===== src/rtl/extbus_bridge_pkg.sv =====
// Shared definitions for the external host bus bridge.
// Contents:
//   state_t          - bridge FSM state encoding
//   MIN_LOW_EXTRA    - host strobe low time is at least SYNC_STAGES + MIN_LOW_EXTRA cycles
//   MIN_HIGH_EXTRA   - host strobe high time is at least SYNC_STAGES + MIN_HIGH_EXTRA cycles
//   min_low_cycles / min_high_cycles - helpers that fold in the synchronizer depth
package extbus_bridge_pkg;

  typedef enum logic [2:0] {
    IDLE      = 3'd0,
    RD_REQ    = 3'd1,
    RD_HOLD   = 3'd2,
    WR_ACT    = 3'd3,
    WR_COMMIT = 3'd4
  } state_t;

  localparam int unsigned MIN_LOW_EXTRA  = 3;
  localparam int unsigned MIN_HIGH_EXTRA = 2;

  function automatic int unsigned min_low_cycles(input int unsigned stages);
    return stages + MIN_LOW_EXTRA;
  endfunction

  function automatic int unsigned min_high_cycles(input int unsigned stages);
    return stages + MIN_HIGH_EXTRA;
  endfunction

endpackage


===== src/rtl/extbus_bridge_sync_ff.sv =====
// Multi-flop synchronizer for one asynchronous, active-low host strobe.
// The chain resets to 1 so that a strobe reads as inactive during and after reset.
// Ports:
//   clk   - sampling clock
//   rst_n - asynchronous active-low reset
//   d     - raw asynchronous input
//   q     - synchronized output, STAGES cycles behind d
module sync_ff #(
  parameter int STAGES = 2
) (
  input  logic clk,
  input  logic rst_n,
  input  logic d,
  output logic q
);

  logic [STAGES-1:0] chain_reg;

  always_ff @(posedge clk or negedge rst_n) begin
    if (!rst_n) begin
      chain_reg <= '1;
    end else begin
      chain_reg <= {chain_reg[STAGES-2:0], d};
    end
  end

  assign q = chain_reg[STAGES-1];

endmodule


===== src/rtl/extbus_bridge.sv =====
// Bridge from an asynchronous, strobe-based host bus to single-cycle register
// file strobes. Host strobes are synchronized, decoded into read/write
// activity, and turned into exactly one reg_read or reg_write pulse per
// host access. The register file itself lives outside this block.
// Ports:
//   clk25, rst_n                        - sole clock, asynchronous active-low reset
//   extbus_cs_n/rd_n/wr_n               - raw asynchronous host strobes (active-low)
//   extbus_a, extbus_d_in               - host address / write data
//   extbus_d_out, extbus_d_oe           - read data and output enable toward the pad
//   reg_addr, reg_wdata                 - register file address / write data
//   reg_write, reg_read                 - one-cycle register file strobes
//   reg_rdata                           - register read data, valid the cycle after reg_read
//   bus_err                             - sticky: host drove rd and wr together
module extbus_bridge
  import extbus_bridge_pkg::*;
#(
  parameter int SYNC_STAGES = 2
) (
  input  logic       clk25,
  input  logic       rst_n,
  input  logic       extbus_cs_n,
  input  logic       extbus_rd_n,
  input  logic       extbus_wr_n,
  input  logic [4:0] extbus_a,
  input  logic [7:0] extbus_d_in,
  output logic [7:0] extbus_d_out,
  output logic       extbus_d_oe,
  output logic [4:0] reg_addr,
  output logic [7:0] reg_wdata,
  output logic       reg_write,
  output logic       reg_read,
  input  logic [7:0] reg_rdata,
  output logic       bus_err
);

  // Strobe order in the vectors: [2]=cs, [1]=rd, [0]=wr.
  logic [2:0] raw_strobes;
  logic [2:0] sync_strobes;

  assign raw_strobes = {extbus_cs_n, extbus_rd_n, extbus_wr_n};

  for (genvar gi = 0; gi < 3; gi++) begin : g_sync
    sync_ff #(.STAGES(SYNC_STAGES)) u_sync (
      .clk  (clk25),
      .rst_n(rst_n),
      .d    (raw_strobes[gi]),
      .q    (sync_strobes[gi])
    );
  end

  logic cs_s, rd_s, wr_s;
  logic rd_act, wr_act;

  assign cs_s   = sync_strobes[2];
  assign rd_s   = sync_strobes[1];
  assign wr_s   = sync_strobes[0];
  assign rd_act = !cs_s && !rd_s && wr_s;
  assign wr_act = !cs_s && !wr_s && rd_s;

  // The pad enable must track the host immediately, so it bypasses the synchronizers.
  assign extbus_d_oe = !extbus_cs_n && !extbus_rd_n && extbus_wr_n;

  state_t state_reg;
  logic   err_lock_reg;  // set after a rd/wr conflict; held until both strobes release
  logic   rd_first_reg;  // marks the first RD_HOLD cycle, when reg_rdata is valid

  always_ff @(posedge clk25 or negedge rst_n) begin
    if (!rst_n) begin
      state_reg    <= IDLE;
      err_lock_reg <= 1'b0;
      rd_first_reg <= 1'b0;
      reg_addr     <= '0;
      reg_wdata    <= '0;
      extbus_d_out <= '0;
      reg_read     <= 1'b0;
      reg_write    <= 1'b0;
      bus_err      <= 1'b0;
    end else begin
      // Strobes default low so each assertion below lasts exactly one cycle.
      reg_read  <= 1'b0;
      reg_write <= 1'b0;
      case (state_reg)
        IDLE: begin
          if (err_lock_reg) begin
            if (rd_s && wr_s) err_lock_reg <= 1'b0;
          end else if (!cs_s && !rd_s && !wr_s) begin
            bus_err      <= 1'b1;
            err_lock_reg <= 1'b1;
          end else if (rd_act) begin
            reg_addr  <= extbus_a;
            reg_read  <= 1'b1;
            state_reg <= RD_REQ;
          end else if (wr_act) begin
            state_reg <= WR_ACT;
          end
        end
        RD_REQ: begin
          rd_first_reg <= 1'b1;
          state_reg    <= RD_HOLD;
        end
        RD_HOLD: begin
          rd_first_reg <= 1'b0;
          if (rd_first_reg) extbus_d_out <= reg_rdata;
          if (!rd_act) state_reg <= IDLE;
        end
        WR_ACT: begin
          if (wr_act) begin
            reg_addr  <= extbus_a;
            reg_wdata <= extbus_d_in;
          end else begin
            // Strobe or chip select released: commit what was last captured.
            reg_write <= 1'b1;
            state_reg <= WR_COMMIT;
          end
        end
        WR_COMMIT: begin
          state_reg <= IDLE;
        end
        default: begin
          state_reg <= IDLE;
        end
      endcase
    end
  end

endmodule


===== config.mk =====
export PLATFORM = sky130hd
export DESIGN_NAME = extbus_bridge
export DESIGN_NICKNAME = d
export VERILOG_FILES = /design/src/rtl/extbus_bridge_pkg.sv /design/src/rtl/extbus_bridge_sync_ff.sv /design/src/rtl/extbus_bridge.sv
export SDC_FILE = /design/constraint.sdc
export NUM_CORES = 1
export LEC_CHECK = 0
export CORE_UTILIZATION = 39
export DETAILED_ROUTE_END_ITERATION = 12
export GPL_TIMING_DRIVEN = 0
export HOLD_SLACK_MARGIN = 0.06
export PLACE_DENSITY = 0.74
export SYNTH_ARGS = -nofsm -noshare
export SYNTH_HDL_FRONTEND = slang
export SYNTH_SLANG_ARGS = --single-unit

===== constraint.sdc =====
create_clock -name clk25 -period 2.1 [get_ports clk25]
set_input_delay 0.42 -clock clk25 [delete_from_list [all_inputs] [get_ports clk25]]
set_output_delay 0.42 -clock clk25 [all_outputs]
set_load 0.03 [all_outputs]

After elaboration in Yosys (flattened, before gate mapping)
Cells that the tools add are included.
{ "totals": {"reg_bits": 35, "in_bits": 26, "wordCells": 66} }
{ "classes": {"n_eq_ne": 10, "muxes": 22, "bitwise": 1, "reduce_logical": 21} }
{ "op_table": {"columns": ["cell", "n"], "rows": [
  ["$mux W5", 4],
  ["$mux W3", 6],
  ["$ne A2 B2 Y1 const B", 6],
  ["$pmux W3 S4", 1],
  ["$pmux W5 S2", 1],
  ["$reduce_and A5 Y1", 2],
  ["$mux W1", 9],
  ["$logic_and A1 B1 Y1", 8],
  ["$eq A3 B2 Y1 const B", 2],
  ["$logic_not A1 Y1", 5],
  ["$reduce_and A2 Y1", 2],
  ["$reduce_bool A2 Y1", 2],
  ["$eq A3 B1 Y1 const B", 1],
  ["$logic_not A3 Y1", 1],
  ["$ne A3 B3 Y1 const B", 1],
  ["$reduce_and A3 Y1", 1],
  ["$pmux W1 S2", 1],
  ["$not A1 Y1", 1]
]} }

Depth between registers and ports, before layout
Gate-level depths: netlist (run 1).
{ "logic_depth": {"word_depth": 8, "mapped_depth": 4, "ltp_nobuf": 3} }

By module
From an unflattened synthesis (run 1), not the netlist that was laid out.
{ "unflattened": {"hier_cells": 94, "area_unflattened_um2": 1386.3} }
{ "by_module_without_submodules": {"columns": ["module", "n_inst", "cells_each", "area_each_um2", "seq_area_each_um2"], "rows": [
  ["extbus_bridge", 1, 88, 1228.7, 725.7],
  ["sync_ff", 3, 2, 52.6, 52.6]
]} }

Worst setup path before layout (run 1)
Ideal clock, no wire load.
{ "synth_path": {"path_kind": "reg2reg", "start": "register g_sync[0].u_sync.chain_reg[1]", "end": "register reg_addr[0]", "arrival_ns": 1.806, "required_time_ns": 1.975, "setup_slack_ns": 0.169, "stages_incl_launch_ff": 5, "path_buffers": 1, "synth_period_minus_slack_ns": 1.931, "path_cell_list": "dfstp_2 buf_4 or4b_4 a221oi_4 mux2_2"} }
{ "synth_between": {"elab_chain_len": 5, "elab_cells_between_ends": 9, "cone_classes": "eq/ne (3); reduce/logical (6)"} }
{ "synth_rtl": {"columns": ["item", "line_no", "source"], "rows": [
  ["start, declared", "extbus_bridge_sync_ff.sv:17", "logic [STAGES-1:0] chain_reg;"],
  ["start signal, assigned", "extbus_bridge_sync_ff.sv:23", "chain_reg <= {chain_reg[STAGES-2:0], d};"],
  ["$logic_not A1 Y1", "extbus_bridge.sv:58, extbus_bridge.sv:86", null],
  ["$logic_and A1 B1 Y1 (2 in series)", "extbus_bridge.sv:58", "assign wr_act = !cs_s && !wr_s && rd_s;"],
  ["$ne A2 B2 Y1 (no line)", null, null],
  ["$reduce_and A5 Y1 (no line) (*)", null, null],
  ["end signal, assigned", "extbus_bridge.sv:90", "reg_addr <= extbus_a;"],
  ["end signal, assigned", "extbus_bridge.sv:108", "reg_addr <= extbus_a;"],
  ["end, declared", "extbus_bridge.sv:28", "output logic [4:0] reg_addr,"]
]} }
Every way passes the cells marked *; elsewhere a longest branch is shown, timed or not.
A chain may end at the register's enable or synchronous reset.

Worst setup path after layout (run 1)
{ "layout_path": {"start": "register g_sync[0].u_sync.chain_reg[1]", "end": "register reg_addr[2]"} }
The elaborated chain is that of the path after synthesis.

==> flow_summary.toml, run 1 <==
[floorplan]
die_h_um = 61.62
rows = 21
initial_core_util_pct = 41.22
die_area_mm2 = 0.003797
die_x_um = 61.62
design.core.area_mm2 = 0.003363
io_pins = 51

[setup_path]
critical-path-slowest-cell = "dfstp_2"
rrSetupSlack_ns = 0.08
critPathMaxStageDelay_ns = 0.53
crit_chain = "buf_4 > or4b_4 > a221oi_4 > mux2_2"
crit_start = "g_sync[0].u_sync.chain_reg[1]$_DFF_PN1_"
cp.required_ns = 2.33
r2r_start = "g_sync[0].u_sync.chain_reg[1]$_DFF_PN1_"
crit_arrival_ns = 2.24
reg2reg_depth = 4
timing.rr.end = "reg_addr[2]$_DFFE_PN0P_"
critPathLaunchType = "flip-flop"
crit_type = "flip-flop to flip-flop"
end_kind = "flip-flop"
cp_max_fo = 10

[logic_synthesis]
seq_area_frac_synth_pct = 63.72
synth_edf_count = 0
ys_seq_elements = 35
yosys_warnings = 0
syn_area_mm2 = 0.001386
syn_nets = 120
syn_avg_cell_area_um2 = 14.75
synth-main-ff-cell = "dfrtp_1"
yosysUniqueCellTypes = 31
synthArstFlopShare_pct = 100.0
syn_inst = 94

[clock_network]
cts_setup_buffers = 0
ctsHoldBuffers = 0
cts_tree = "built"
cts-root-buf = "clkbuf_4"
ctsHtreeMaxLevel = 2
clkLatencyLatePin_ns = 0.33
numCtsBuffers = 5
path_clk_slew_ns = 0.10
clock_sinks = 35
clk_path_buf_depth = 2

[timing]
min_period_ns = 2.016
hold_ws_ns = 0.1365
skew_ns = 0.005291
fmax_mhz = 496.1
grt_setup_unrepaired = "no"
timing.final.ws_setup_ns = 0.08417
hold_viol = 0
period_share_pct = 95.99
slew_headroom_pct = 50.98
setup-violations-final = 0
maxSlewViolCount = 0
worstMarginPinSlew_ns = 0.7353

[drt]
routed_wl_mm = 2.535
drtIter0Drc = 13
route.vias.total = 952
wl_per_cell_um = 12.80
viasPerCell = 4.808
firstDrtPassIters = 4
postRouteAntennaNets = 0
drcViolationCount = 0

[grt]
gr-usage-all-layers_pct = 15.78
grt_start_max_net_pins = 36
grt_overflow = 0
first_global_vias = 883
antenna_found_initial = 0
grt_pass1_wl_mm = 4.064

[power]
peakVddDrop_mv = 0.5075
p_total_uw = 2438
pwr-share-seq_pct = 39.7
p_sw_uw = 831.2
intPower_uw = 1606
swShare_pct = 34.10
clkPwrFrac_pct = 20.4
p_per_area_mw_per_mm2 = 1204
p_leak_uw = 0.0008546
pwr-share-comb_pct = 39.9

[place]
pre_cts_ws_ns = -0.07555
place_hpwl_mm = 1.890
numPortBuffers = 50
place_inst = 190
gp_congestion = 0.7883

[worst_hold_path]
hold_class = "primary input to async pin"

[cells_and_area]
nets = 177
n_antenna_cell = 0
drive_above_1_share_pct = 29.61
fin_cells = 198
syn_to_final_growth_pct = 46.03

[flow_run]
drv_cap = 0

[run_status]
status = "complete, no violations"
per-stage QoR:
stage | utilization, % | area, um2 | setup TNS, ns
floorplan | - | 1386 | 0
global placement | 57.81 | 1944 | -1.154
detailed placement | 57.66 | 1939 | -0.07555
CTS | 60.19 | 2024 | 0
global route | 60.19 | 2024 | 0
finish | 60.19 | 2024 | 0
Yosys cell counts, types with 2 or more instances:
master / count / area (um2)
a211oi_1: 2 / 15.01
a21oi_1: 2 / 10.01
dfrtp_1: 29 / 725.7
dfstp_2: 6 / 157.7
inv_1: 4 / 15.01
mux2_2: 21 / 236.5
nand2_1: 3 / 11.26
nor2_1: 3 / 11.26
o21ai_0: 2 / 10.01
placed cells by master (no fill, tap or decap), types with 2 or more instances in the layout:
| cell | count |
|---|---|
| dfstp_2 | 6 |
| dfrtp_1 | 29 |
| buf_2 | 2 |
| clkbuf_4 | 5 |
| inv_1 | 4 |
| a211oi_1 | 2 |
| nand2_1 | 3 |
| a21oi_1 | 2 |
| clkdlybuf4s50_1 | 48 |
| mux2_2 | 21 |
| nor2_1 | 3 |
| o21ai_0 | 2 |
cell families after synthesis:
group                  Yosys count  synth area share (%)
multiplexers                    21                 17.06
flip-flops                      35                 63.72
AND/OR/NAND/NOR                 17                 7.762
buffers and inverters            7                 2.797
XOR/XNOR                         1                0.6319
AO/OA/AOI/OAI                   13                 8.033
power by group through the flow:
| stage | clock network [uW] | registers, uW | logic [uW] |
|---|---|---|---|
| after global placement | 0 | 967 | 963 |
| after global routing | 546 | 995 | 1030 |
| after floorplan | 0 | 1280 | 242 |
| after CTS | 510 | 969 | 983 |
| after detailed placement | 0 | 984 | 979 |
| final | 497 | 968 | 972 |
metal layers:
layer	global-route usage (%)	part of all wire [%]
met5	0	0
met1	18.99	43
met3	8.613	5.6
met4	5.714	0.39
met2	23.96	51
how the worst max path moves through the flow:
| stage | to | depth (start not counted) |
|---|---|---|
| 4_1_cts | reg_addr[2]$_DFFE_PN0P_ | 4 |
| 2_1_floorplan | reg_addr[0]$_DFFE_PN0P_ | 4 |
| 3_3_place_gp | extbus_d_oe | 3 |
| 6_report | reg_addr[2]$_DFFE_PN0P_ | 4 |
| 3_5_place_dp | extbus_d_oe | 3 |
| 5_1_grt | reg_addr[2]$_DFFE_PN0P_ | 4 |
area by class of cell:
type | instances | area (um2)
clock inverter | 2 | 35.03
timing repair buffer | 50 | 494.2
sequential | 35 | 883.3
buffer | 3 | 23.77
inverter | 4 | 15.01
clock buffer | 6 | 51.30
tap | 46 | 57.56
multi-input combinational | 52 | 464.2
fill | 314 | 1339
critical path, delay by kind of cell (launching register included):
| kind | cells | cell delay [ns] |
|---|---|---|
| multiplexers | 1 | 0.38 |
| AO/OA/AOI/OAI | 1 | 0.36 |
| flip-flops | 1 | 0.53 |
| AND/OR/NAND/NOR | 1 | 0.48 |
| buffers and inverters | 1 | 0.15 |
what timing repair did:
action | in CTS | in global routing
setup endpoints to repair | 1 | 3
gates resized for setup | 1 | 0
pin swaps | 0 | 1
(Power assumes the default switching activity.)
==> run 2, diff against run 1 <==
Settings changed: MAX_ROUTING_LAYER set to met4.
==> run 2 against run 1 <==
Against the previous run:
- die area unchanged
- critical path type unchanged
- power about the same
- largest power group unchanged
- critical endpoint unchanged
- critical path depth unchanged
==> flow_summary.toml, run 2 (synthesized netlist as in run 1, its figures left out) <==
[run_status]
status = "complete, no violations"

[cells_and_area]
final_cell_area_mm2 = 0.002024
utilization_pct = 60.19
syn_to_final_growth_pct = 46.03
final_common_cell = "clkdlybuf4s50_1"
layout_common_cells = "48 x clkdlybuf4s50_1, 29 x dfrtp_1, 21 x mux2_2, 6 x dfstp_2, 5 x clkbuf_4"
drive_above_1_share_pct = 29.61
nets = 177
n_antenna_cell = 0
fin_cells = 198

[timing]
maxSlewViolCount = 0
slew_headroom_pct = 51.04
grt_setup_unrepaired = "no"
worstMarginPinSlew_ns = 0.7344
setup-violations-final = 0
timing.final.ws_setup_ns = 0.08808
min_period_ns = 2.012
setup_tns_ns = 0
hold_viol = 0
period_share_pct = 95.81
skew_ns = 0.005287
fmax_mhz = 497.0

[drt]
route.vias.total = 949
met3_length_um = 127
firstDrtPassIters = 4
postRouteAntennaNets = 0
routed_wl_mm = 2.533
wl_met1_mm = 1.101
wl_per_cell_um = 12.79
viasPerCell = 4.793
drcViolationCount = 0
wl_met2_mm = 1.293
drtIter0Drc = 7
highest_layer = "met4"

[floorplan]
rows = 21
die_area_mm2 = 0.003797
die_h_um = 61.62
io_pins = 51
design.core.area_mm2 = 0.003363
die_x_um = 61.62
initial_core_util_pct = 41.22

[clock_network]
clock_sinks = 35
clk_path_buf_depth = 2
ctsHoldBuffers = 0
cts-root-buf = "clkbuf_4"
path_clk_slew_ns = 0.10
cts_setup_buffers = 0
ctsHtreeMaxLevel = 2
numCtsBuffers = 5
clkLatencyLatePin_ns = 0.33
cts_tree = "built"

[power]
p_sw_uw = 829.4
swShare_pct = 34.05
p_leak_uw = 0.0008546
pwr-share-comb_pct = 39.9
peakVddDrop_mv = 0.5074
intPower_uw = 1606
p_per_area_mw_per_mm2 = 1203
pwr-share-seq_pct = 39.7
clkPwrFrac_pct = 20.3

[grt]
gr-usage-all-layers_pct = 16.28
grt_overflow = 0
first_global_vias = 885
antenna_found_initial = 0
grt_pass1_wl_mm = 4.071
grt_start_max_net_pins = 36

[place]
place_hpwl_mm = 1.890
placed_area_mm2 = 0.001939
pre_cts_ws_ns = -0.07555
gp_congestion = 0.7994
numPortBuffers = 50
place_inst = 190

[setup_path]
critPathLaunchType = "flip-flop"
cp_max_fo = 10
rrSetupSlack_ns = 0.09
timing.rr.end = "reg_addr[2]$_DFFE_PN0P_"
r2r_start = "g_sync[0].u_sync.chain_reg[1]$_DFF_PN1_"
crit_type = "flip-flop to flip-flop"
crit_start = "g_sync[0].u_sync.chain_reg[1]$_DFF_PN1_"
critPathMaxStageDelay_ns = 0.53
reg2reg_depth = 4
crit_chain = "buf_4 > or4b_4 > a221oi_4 > mux2_2"
end_kind = "flip-flop"
crit_arrival_ns = 2.24
cp.required_ns = 2.33
critical-path-slowest-cell = "dfstp_2"

[flow_run]
drv_cap = 0

[worst_hold_path]
hold_class = "primary input to async pin"
==> run 2: cell counts in the layout (fill, tap and decap cells not counted) <==
Identical to the previous run, type by type.
==> run 2: worst max-delay path by stage <==
stage / end / slack (ns) / depth (start not counted)
3_5_place_dp: extbus_d_oe / -0.08 / 3
5_1_grt: reg_addr[2]$_DFFE_PN0P_ / 0.02 / 4
2_1_floorplan: reg_addr[0]$_DFFE_PN0P_ / 0.17 / 4
4_1_cts: reg_addr[2]$_DFFE_PN0P_ / 0.06 / 4
6_report: reg_addr[2]$_DFFE_PN0P_ / 0.09 / 4
3_3_place_gp: extbus_d_oe / -0.08 / 3
==> run 2: area by class of cell <==
class / count / area [um2]
clock buffer: 6 / 51.30
sequential: 35 / 883.3
fill: 314 / 1339
tap: 46 / 57.56
timing repair buffer: 50 / 494.2
multi-input combinational: 52 / 464.2
buffer: 3 / 23.77
clock inverter: 2 / 35.03
inverter: 4 / 15.01
==> run 2: layer usage <==
layer | up-vias | track usage (%)
li1 | 451 | -
met1 | 471 | 19.26
met2 | 25 | 23.96
met3 | 2 | 8.193
met4 | 0 | 5.714
met5 | - | -
==> run 2: power groups by stage <==
stage	combinational (uW)	clock [uW]	sequential, uW
2_1_floorplan	242	0	1280
3_3_place_gp	963	0	967
3_5_place_dp	979	0	984
4_1_cts	983	510	969
5_1_grt	1030	546	995
6_report	972	495	968
==> run 2: worst max-delay path, delay by kind of cell (launching register included) <==
kind	cells	cell delay (ns)
mux	1	0.38
flops	1	0.53
buf+inv	1	0.15
simple gates	1	0.48
compound gates	1	0.36
==> run 2: timing repair <==
item | CTS | global route
resized for setup | 1 | 0
endpoints found under the setup margin | 1 | 3
pin swaps | 0 | 1
==> run 2: through the flow <==
stage               hold WS, ns  total power, uW
finish                   0.1400             2436
global route             0.1675             2569
CTS                      0.1514             2462
detailed placement       0.3487             1963
global placement         0.3468             1930
floorplan                0.1244             1524
